[src/rtl/pipeline_controller.sv]
// pipeline_controller: stall/flush/halt sequencer for the 5-stage MIPS pipeline.
// It drives the pipeline-register enables, the IF/ID flush and the ID/EX bubble.
// It also drains the pipeline after a HALT and handles debug single-step.
// Optional feature: define STALL_COUNTER_EN to add the saturating o_stall_count output.
module pipeline_controller #(
    parameter int DRAIN_CYCLES = 3,
    parameter int NB_DRAIN     = 2,
    parameter int NB_STATE     = 3
`ifdef STALL_COUNTER_EN
    ,
    parameter int NB_COUNT     = 32
`endif
) (
    input  logic                i_clock,
    input  logic                i_reset,
    input  logic                i_valid,
    input  logic                i_hazard,
    input  logic                i_branch_taken,
    input  logic                i_halt,
    input  logic                i_step_mode,
    input  logic                i_step,
    output logic                o_pc_en,
    output logic                o_if_id_en,
    output logic                o_id_ex_en,
    output logic                o_ex_mem_en,
    output logic                o_mem_wb_en,
    output logic                o_if_id_flush,
    output logic                o_id_ex_bubble,
    output logic                o_halted,
    output logic [NB_STATE-1:0] o_state
`ifdef STALL_COUNTER_EN
    ,
    output logic [NB_COUNT-1:0] o_stall_count
`endif
);

    typedef enum logic [2:0] {
        RUN       = 3'd0,
        DRAIN     = 3'd1,
        HALTED    = 3'd2,
        STEP_WAIT = 3'd3,
        STEP_RUN  = 3'd4
    } state_t;

    state_t              state_reg, state_next;
    logic [NB_DRAIN-1:0] cnt_reg, cnt_next;
    logic                halt_accept;

    // State and drain counter; frozen while the debug unit withholds i_valid.
    always_ff @(posedge i_clock) begin
        if (i_reset) begin
            state_reg <= RUN;
            cnt_reg   <= '0;
        end else if (i_valid) begin
            state_reg <= state_next;
            cnt_reg   <= cnt_next;
        end
    end

    // Next-state and enable decode; everything stays idle under reset or without i_valid.
    always_comb begin
        state_next     = state_reg;
        cnt_next       = cnt_reg;
        o_pc_en        = 1'b0;
        o_if_id_en     = 1'b0;
        o_id_ex_en     = 1'b0;
        o_ex_mem_en    = 1'b0;
        o_mem_wb_en    = 1'b0;
        o_if_id_flush  = 1'b0;
        o_id_ex_bubble = 1'b0;
        // A HALT held in ID by a stall is not accepted until the stall clears.
        halt_accept    = i_halt && !i_hazard;
        if (!i_reset && i_valid) begin
            unique case (state_reg)
                RUN, STEP_RUN: begin
                    o_pc_en     = 1'b1;
                    o_if_id_en  = 1'b1;
                    o_id_ex_en  = 1'b1;
                    o_ex_mem_en = 1'b1;
                    o_mem_wb_en = 1'b1;
                    if (i_hazard) begin
                        // Hold IF and ID; the branch is re-evaluated, so no flush.
                        o_pc_en        = 1'b0;
                        o_if_id_en     = 1'b0;
                        o_id_ex_bubble = 1'b1;
                    end else if (i_branch_taken) begin
                        o_if_id_flush = 1'b1;
                    end
                    if (halt_accept) begin
                        state_next = DRAIN;
                        cnt_next   = NB_DRAIN'(DRAIN_CYCLES - 1);
                    end else if (state_reg == STEP_RUN || i_step_mode) begin
                        state_next = STEP_WAIT;
                    end
                end
                STEP_WAIT: begin
                    if (i_step) begin
                        state_next = STEP_RUN;
                    end else if (!i_step_mode) begin
                        state_next = RUN;
                    end
                end
                DRAIN: begin
                    o_id_ex_en     = 1'b1;
                    o_ex_mem_en    = 1'b1;
                    o_mem_wb_en    = 1'b1;
                    o_id_ex_bubble = 1'b1;
                    if (cnt_reg == '0) begin
                        state_next = HALTED;
                    end else begin
                        cnt_next = cnt_reg - NB_DRAIN'(1);
                    end
                end
                HALTED: begin
                    state_next = HALTED;
                end
                default: begin
                    state_next = RUN;
                end
            endcase
        end
    end

    assign o_halted = (state_reg == HALTED) && !i_reset;
    assign o_state  = NB_STATE'(state_reg);

`ifdef STALL_COUNTER_EN
    logic [NB_COUNT-1:0] stall_count_reg;
    logic                stall_cycle;

    assign stall_cycle = i_valid && !o_pc_en &&
                         (state_reg == RUN || state_reg == STEP_RUN || state_reg == DRAIN);

    // Saturating count of cycles in which the PC was held while the pipeline was live.
    always_ff @(posedge i_clock) begin
        if (i_reset) begin
            stall_count_reg <= '0;
        end else if (stall_cycle && !(&stall_count_reg)) begin
            stall_count_reg <= stall_count_reg + NB_COUNT'(1);
        end
    end

    assign o_stall_count = stall_count_reg;
`endif

endmodule
[config.mk]
export PLATFORM = sky130hd
export DESIGN_NAME = pipeline_controller
export DESIGN_NICKNAME = d
export VERILOG_FILES = /design/src/rtl/pipeline_controller.sv
export SDC_FILE = /design/constraint.sdc
export NUM_CORES = 1
export LEC_CHECK = 0
export CAP_MARGIN = 20
export CORE_AREA = 2 2 39 41
export DETAILED_ROUTE_END_ITERATION = 8
export DIE_AREA = 0 0 41 43
export GPL_TIMING_DRIVEN = 0
export PLACE_DENSITY = 0.58
export SLEW_MARGIN = 20
export SYNTH_ARGS = -nofsm -noshare
export SYNTH_HDL_FRONTEND = slang
export SYNTH_SLANG_ARGS = --single-unit
[constraint.sdc]
create_clock -name i_clock -period 3.1 [get_ports i_clock]
set_input_delay 0.465 -clock i_clock [delete_from_list [all_inputs] [get_ports i_clock]]
set_output_delay 0.465 -clock i_clock [all_outputs]
set_load 0.05 [all_outputs]
# Word-level counts from Yosys, hierarchy flattened
# Cells that the tools add are included.
[word_totals]
reg_bits = 5
latch_bits = 0
ramBits = 0
rom_bits = 0
in_bits = 8
output_inout_bits = 11
wordCells = 46
mem_count = 0
[op_classes]
addsub = 1
multipliers = 0
n_div = 0
n_lt_le_gt_ge = 0
n_eq_ne = 9
shift = 0
mux = 21
n_bitwise = 0
reduce_logical = 13
[op_table]
columns = ["cell", "count"]
rows = [
  ["$mux W3", 5],
  ["$pmux W3 S4", 1],
  ["$mux W1", 11],
  ["$reduce_and A5 Y1", 2],
  ["$eq A3 B2 Y1 const B", 2],
  ["$ne A2 B2 Y1 const B", 3],
  ["$ne A3 B3 Y1 const B", 2],
  ["$mux W2", 2],
  ["$pmux W2 S2", 1],
  ["$eq A3 B1 Y1 const B", 1],
  ["$eq A3 B3 Y1 const B", 1],
  ["$logic_and A1 B1 Y1", 3],
  ["$logic_not A3 Y1", 1],
  ["$reduce_or A3 Y1", 1],
  ["$logic_not A1 Y1", 2],
  ["$logic_not A2 Y1", 1],
  ["$pmux W1 S2", 1],
  ["$reduce_bool A2 Y1", 1],
  ["$reduce_or A2 Y1", 1],
  ["$sub A2 B1 Y2 const B", 1],
  ["$logic_or A1 B1 Y1", 1],
]

# Longest topological paths before layout
# Gate-level depths: netlist (run 1).
[depth]
depth_word = 5
depth_mapped = 6
depth_no_buf = 6

# Least setup slack after synthesis (run 1)
# OpenSTA, ideal clock, no wires.
[synth_timing]
path_type = "reg2out"
startpoint = "reg state_reg[1], in the netlist o_state[1]"
endpoint = "out o_if_id_flush"
arrival_time_ps = 2702
required_time_ps = 2635
path_slack_ps = -67
path_stages_with_launch = 4
path_buffers = 0
cell_sequence = "dfxtp_1 or3b_1 nor3_1 and2_1"
[synth_between]
elab_chain_len = 4
elab_cells_between_ends = 5
classes_between = "1 x eq/ne; 2 x mux; 2 x reduce/logical"
[synth_rtl]
columns = ["item", "line_no", "source"]
rows = [
  ["start, declared", "45", "state_t state_reg, state_next;"],
  ["start signal, assigned", "55", "state_reg <= state_next;"],
  ["$eq A3 B3 Y1 or $logic_not A3 Y1 (tied branches)", "74", "unique case (state_reg)"],
  ["$reduce_or A2 Y1 (*)", "74", ""],
  ["$mux W1 (*)", "74", ""],
  ["$mux W1 (*)", "73", "if (!i_reset && i_valid) begin"],
  ["end, declared", "27", "output logic o_if_id_flush,"],
]
# Mark *: on every way between the ends. The rest lies on a longest branch, timed or not.

# Worst setup path after layout (run 1)
[layout_timing]
startpoint = "in i_reset"
endpoint = "out o_if_id_en"
[layout_between]
elab_chain_len = 3
[layout_rtl]
columns = ["item", "line_no", "source"]
rows = [
  ["start, declared", "15", "input logic i_reset,"],
  ["$logic_not A1 Y1", "73", ""],
  ["$logic_and A1 B1 Y1", "73", ""],
  ["$mux W1", "73", ""],
  ["end, declared", "23", "output logic o_if_id_en,"],
]
# No other way between the ends.

==> impl_metrics.csv, run 1 <==
group,metric,value,unit
setup_path,crit_start,"i_reset",
floorplan,die_height,43,um
setup_path,crit_path_end_kind,"output pin",
synth,synth_area,383,um2
timing,skew,0.00296,ns
grt,grt_max_degree,11,
floorplan,die_area,1760,um2
clocking,cts.path.max_buffers,2,
drt,routed_via_density,4.69,
setup_path,crit_top_cell,"clkdlybuf4s50_1",
finish,multi_input_area,239,um2
setup_path,reg2reg_from,"cnt_reg[0]",
setup_path,critPathKind,"primary input to output pin",
setup_path,cp-endpoint,"o_if_id_en",
finish,fin_area,619,um2
timing,fmax,340,MHz
floorplan,initial_core_util,27.7,%
clocking,clk_pin_slew_worst_paths,0.04,ns
timing,slew_viol_final,0,
synth,syn_nets,59,
synth,ys_ff_latch,5,
setup_path,ff2ff_setup_slack,1.61,ns
timing,holdWs,0.468,ns
floorplan,core-area,1380,um2
finish,seq_area,100,um2
placement,placed_area,588,um2
setup_path,critPathMaxStageDelay,0.83,ns
clocking,htreeDepth,1,
timing,setup_ws,0.160,ns
synth,synth_cells,50,
drt,vias,413,
synth,synthesis.yosys.warnings,0,
setup_path,cp-start-kind,"primary input",
clocking,cts_made_buffers,3,
clocking,clock_latency,0.24,ns
pwr,ir_drop,0.000222,V
drt,drc,0,
setup_path,cp_max_fo,8,
placement,port_buffers,18,
setup_path,crit_required,2.63,ns
grt,antenna_found_initial,0,
finish,final_util,44.8,%
status,status,"finished clean",
timing,final-hold-violation-count,0,
clocking,cts_tree,"built",
finish,num-fill-cells,138,
floorplan,row_count,14,
grt,grt_pass1_vias,377,
timing,setup_viol,0,
drt,postRouteAntennaNets,0,
setup_path,cpMaxStageDelayCell,"clkdlybuf4s50_1",
timing,min_period_over_period,94.9,%
clocking,cts_num_sinks,5,
setup_path,cp_cell_sequence,"clkdlybuf4s50_1 > or3b_1 > nor3_2 > clkdlybuf4s50_1",
placement,gp_congestion,0.777,
finish,diodes,0,
setup_path,rr_endpoint,"cnt_reg[0]",
finish,fin_nets,82,
worst_hold_path,worstHoldPathType,"flip-flop to flip-flop",
clocking,root_buffer,"clkbuf_4",
flow_run,max-cap-violations,0,
drt,wl,948,um
setup_path,arrival,2.48,ns
synth,avgSynthCellArea,7.66,um2
drt,dr.pass1.iters,2,
timing,slew_headroom,66.4,%
synth,synth_cell_type_count,26,
setup_path,reg2reg_depth,6,
timing,rsz0062_at_grt,"false",
finish,largest_register_ffs,3,
placement,place_hpwl,719,um
synth,ys_seq_area_share,26.1,%
floorplan,die_x,41,um
finish,synthToLayoutAreaGrowth,61.8,%
drt,wire_per_inst,10.8,um
finish,drive_above_1_share,13.9,%
grt,grt_pass1_wl,1460,um
timing,worst_pin_slew,0.503,ns
drt,first_iter_violations,3,
timing,layout_min_cycle_time,2.94,ns
pwr,leakage,0.275,nW
placement,preCtsSetupSlack,-0.0579,ns
grt,grt_usage,12.5,%
floorplan,top_level_ports,19,
grt,globalRouteOverflowTotal,0,
pwr,power.density,431,nW/um2
worst min-delay path by stage:
stage / from / end / slack (ns) / cells after the start
2_1_floorplan: cnt_reg[1] / cnt_reg[1] / 0.44 / 2
3_3_place_gp: cnt_reg[0] / cnt_reg[0] / 0.45 / 2
3_5_place_dp: cnt_reg[0] / cnt_reg[0] / 0.46 / 2
4_1_cts: cnt_reg[0] / cnt_reg[0] / 0.47 / 2
5_1_grt: cnt_reg[0] / cnt_reg[0] / 0.48 / 2
6_report: cnt_reg[0] / cnt_reg[0] / 0.47 / 2
synth_stat cells, drive strengths merged:
cell type	instances	share of area, %
a21bo	1	2.6
and2	1	1.6
or3	3	4.9
or3b	1	2.3
or4	1	2.0
o211ai	1	2.0
ha	1	3.3
o21ai	2	2.6
nor3	2	2.6
buf	4	7.8
or2b	1	2.0
a21oi	6	7.8
a2111oi	1	2.3
or2	1	1.6
nor2	1	0.98
nand3b	1	2.0
nand2	3	2.9
dfxtp	5	26
nand2b	3	4.9
a41oi	1	2.3
nor4	2	3.3
inv	5	4.9
a211oi	1	2.0
nor3b	2	5.2
cells by family after synthesis:
| kind of cell | synth area share [%] |
|---|---|
| buf+inv | 12.7 |
| flops | 26.1 |
| simple gates | 36.3 |
| compound gates | 21.6 |
| fa+ha+maj | 3.27 |
power breakdown:
part / leakage, nW / switching (mW) / internal, mW / total, mW
clock: 0.0150 / 0.0260 / 0.0486 / 0.0746
sequential: 0.0408 / 0.00670 / 0.0699 / 0.0766
combinational: 0.220 / 0.0706 / 0.0450 / 0.116
final cells by class:
cell class                 instances  share of cell area [%]
sequential                         5                    16.2
timing repair buffer              18                    29.9
multi-input combinational         36                    38.6
tap                               16                    3.23
buffer                             4                    4.85
clock buffer                       4                    4.24
inverter                           5                    3.03
metal layers:
| layer | vias up | wire, um | GRT usage [%] |
|---|---|---|---|
| li1 | 223 | - | - |
| met1 | 174 | 462 | 16.2 |
| met2 | 14 | 403 | 16.6 |
| met3 | 2 | 67 | 3.14 |
| met4 | 0 | 15 | 10.0 |
| met5 | - | 0 | 0 |
worst max-delay path: cells and delay by family:
| kind | cells | cell delay, ns |
|---|---|---|
| buffers and inverters | 2 | 1.38 |
| and+or+nand+nor | 2 | 0.63 |
metrics by stage:
step	power (mW)	TNS [ns]	instances
CTS	0.272	0	88
global route	0.284	0	88
finish	0.267	0	88
detailed placement	0.196	-0.115	84
global placement	0.196	-0.147	84
floorplan	0.155	0	50
what timing repair did:
action	4_1_cts	5_1_grt
gates resized for setup	2	3
setup buffers	0	0
hold buffers	0	0
setup endpoints to repair	2	3
layout by cell type (no fill, tap or decap):
cell type         n
o21ai_0           1
clkbuf_4          3
dlygate4sd2_1     2
or2b_1            1
or3_1             3
nor3_1            1
nand2_1           3
nand2b_1          3
a211oi_1          1
ha_1              1
buf_4             4
clkdlybuf4s50_1  13
and2_1            1
nor4_1            2
a21bo_1           1
o21ai_1           1
a2111oi_0         1
nor2_1            1
clkbuf_1          1
dlymetal6s2s_1    3
or4_1             1
nor3b_2           1
a21oi_1           6
nand3b_1          1
dfxtp_1           5
a41oi_1           1
or3b_1            1
nor3b_1           1
inv_1             5
or2_2             1
o211ai_1          1
nor3_2            1
Power figures use the tool's default switching activity.
==> inputs of run 2 (changes only) <==
Settings changed: SETUP_SLACK_MARGIN set to 0.05.
==> run 2 against run 1 <==
Effect of this change: total power is 0.52% lower; clock-buffer cell count stayed put; non-clock buffer count stayed put; sequential share of layout area is 0.30 points higher; final cell count stayed put; via count is 0.48% lower; sequential power hardly changed; critical path type unchanged.
==> impl_metrics.csv, run 2 (synthesized netlist as in run 1, its figures left out) <==
group,metric,value,unit
drt,route.met2.wl,398,um
timing,slew_headroom,67.2,%
setup_path,critPathKind,"primary input to output pin",
timing,slew_viol_final,0,
finish,final_util,43.9,%
grt,grt_max_degree,11,
grt,grt_pass1_wl,1460,um
finish,final_cell_mix,"clkdlybuf4s50_1 (13), a21oi_1 (6), inv_1 (5), dfxtp_1 (5), dlygate4sd2_1 (5)",
clocking,cts_num_sinks,5,
drt,top_layer_used,"met4",
clocking,cts_setup_buffers,0,
timing,setup_viol,0,
finish,drive_above_1_share,13.9,%
timing,fin_tns_setup,0,ns
clocking,cts_resized,5,
floorplan,initial_core_util,27.7,%
clocking,clk_pin_slew_worst_paths,0.04,ns
drt,dr.pass1.iters,2,
grt,grt_pass1_vias,377,
floorplan,die_x,41,um
placement,gp_congestion,0.777,
drt,wl,939,um
drt,met3_length,63,um
clocking,root_buffer,"clkbuf_4",
placement,place_hpwl,719,um
setup_path,critPathMaxStageDelay,0.83,ns
finish,diodes,0,
drt,first_iter_violations,3,
drt,vias,411,
drt,wl_met1,462,um
setup_path,arrival,2.48,ns
floorplan,die_height,43,um
finish,fin_nets,82,
drt,routed_via_density,4.67,
finish,fin_area,608,um2
clocking,cts_made_buffers,3,
timing,rsz0062_at_grt,"false",
finish,largest_register_ffs,3,
clocking,cts_tree,"built",
drt,wire_per_inst,10.7,um
finish,layout_commonest_cell,"clkdlybuf4s50_1",
setup_path,cp_max_fo,8,
pwr,ir_drop,0.000222,V
status,status,"finished clean",
setup_path,crit_top_cell,"clkdlybuf4s50_1",
setup_path,crit_path_end_kind,"output pin",
timing,worst_pin_slew,0.490,ns
setup_path,reg2reg_depth,6,
timing,fmax,340,MHz
setup_path,cp_cell_sequence,"clkdlybuf4s50_1 > or3b_1 > nor3_2 > clkdlybuf4s50_1",
timing,skew,0.00296,ns
floorplan,die_area,1760,um2
timing,holdWs,0.468,ns
pwr,leakage,0.238,nW
floorplan,core-area,1380,um2
worst_hold_path,whs_path_depth,2,
timing,min_period_over_period,94.9,%
setup_path,cp-start-kind,"primary input",
floorplan,top_level_ports,19,
floorplan,row_count,14,
clocking,clock_latency,0.24,ns
grt,grt_usage,12.5,%
timing,layout_min_cycle_time,2.94,ns
finish,synthToLayoutAreaGrowth,58.8,%
grt,globalRouteOverflowTotal,0,
setup_path,crit_required,2.63,ns
clocking,hold_buffers,0,
grt,antenna_found_initial,0,
clocking,cts.path.max_buffers,2,
drt,postRouteAntennaNets,0,
pwr,power.density,437,nW/um2
placement,port_buffers,18,
flow_run,max-cap-violations,0,
timing,final-hold-violation-count,0,
setup_path,cpMaxStageDelayCell,"clkdlybuf4s50_1",
worst_hold_path,worstHoldPathType,"flip-flop to flip-flop",
drt,drc,0,
clocking,htreeDepth,1,
placement,placed_area,588,um2
-- run 2: report_power, final --
part	switching, mW	internal, mW	leakage (nW)
combinational	0.0706	0.0436	0.182
sequential	0.00670	0.0699	0.0408
clock	0.0260	0.0486	0.0150
-- run 2: layout make-up --
type,instances,area [um2]
well taps,16,20.0
repair buffers,18,174
fillers,142,776
clock buffers,4,26.3
plain buffers,4,30.0
multi-input cells,36,239
flip-flops and latches,5,100
inverters,5,18.8
-- run 2: worst paths after layout --
check | startpoint | to | slack, ns
setup reg to reg | cnt_reg[0] | cnt_reg[0] | 1.61
hold reg to reg | cnt_reg[0] | cnt_reg[0] | 0.47
setup / recovery | i_reset | o_if_id_en | 0.16
hold / removal | cnt_reg[0] | cnt_reg[0] | 0.47
-- run 2: stage by stage --
step                power [mW]  setup WS (ns)  instances
global placement         0.196        -0.0745         84
detailed placement       0.196        -0.0579         84
CTS                      0.270          0.132         88
floorplan                0.155          0.395         50
finish                   0.266          0.158         88
global route             0.282         0.0903         88
-- run 2: routing by layer --
| layer | global-route usage (%) | up-vias |
|---|---|---|
| met3 | 3.14 | 2 |
| li1 | - | 223 |
| met1 | 16.2 | 172 |
| met2 | 16.6 | 14 |
| met5 | 0 | - |
| met4 | 10.0 | 0 |
-- run 2: worst max-delay path: cells and delay by family --
family	cells	cell delay, ns
AND/OR/NAND/NOR	2	0.63
buffers and inverters	2	1.38
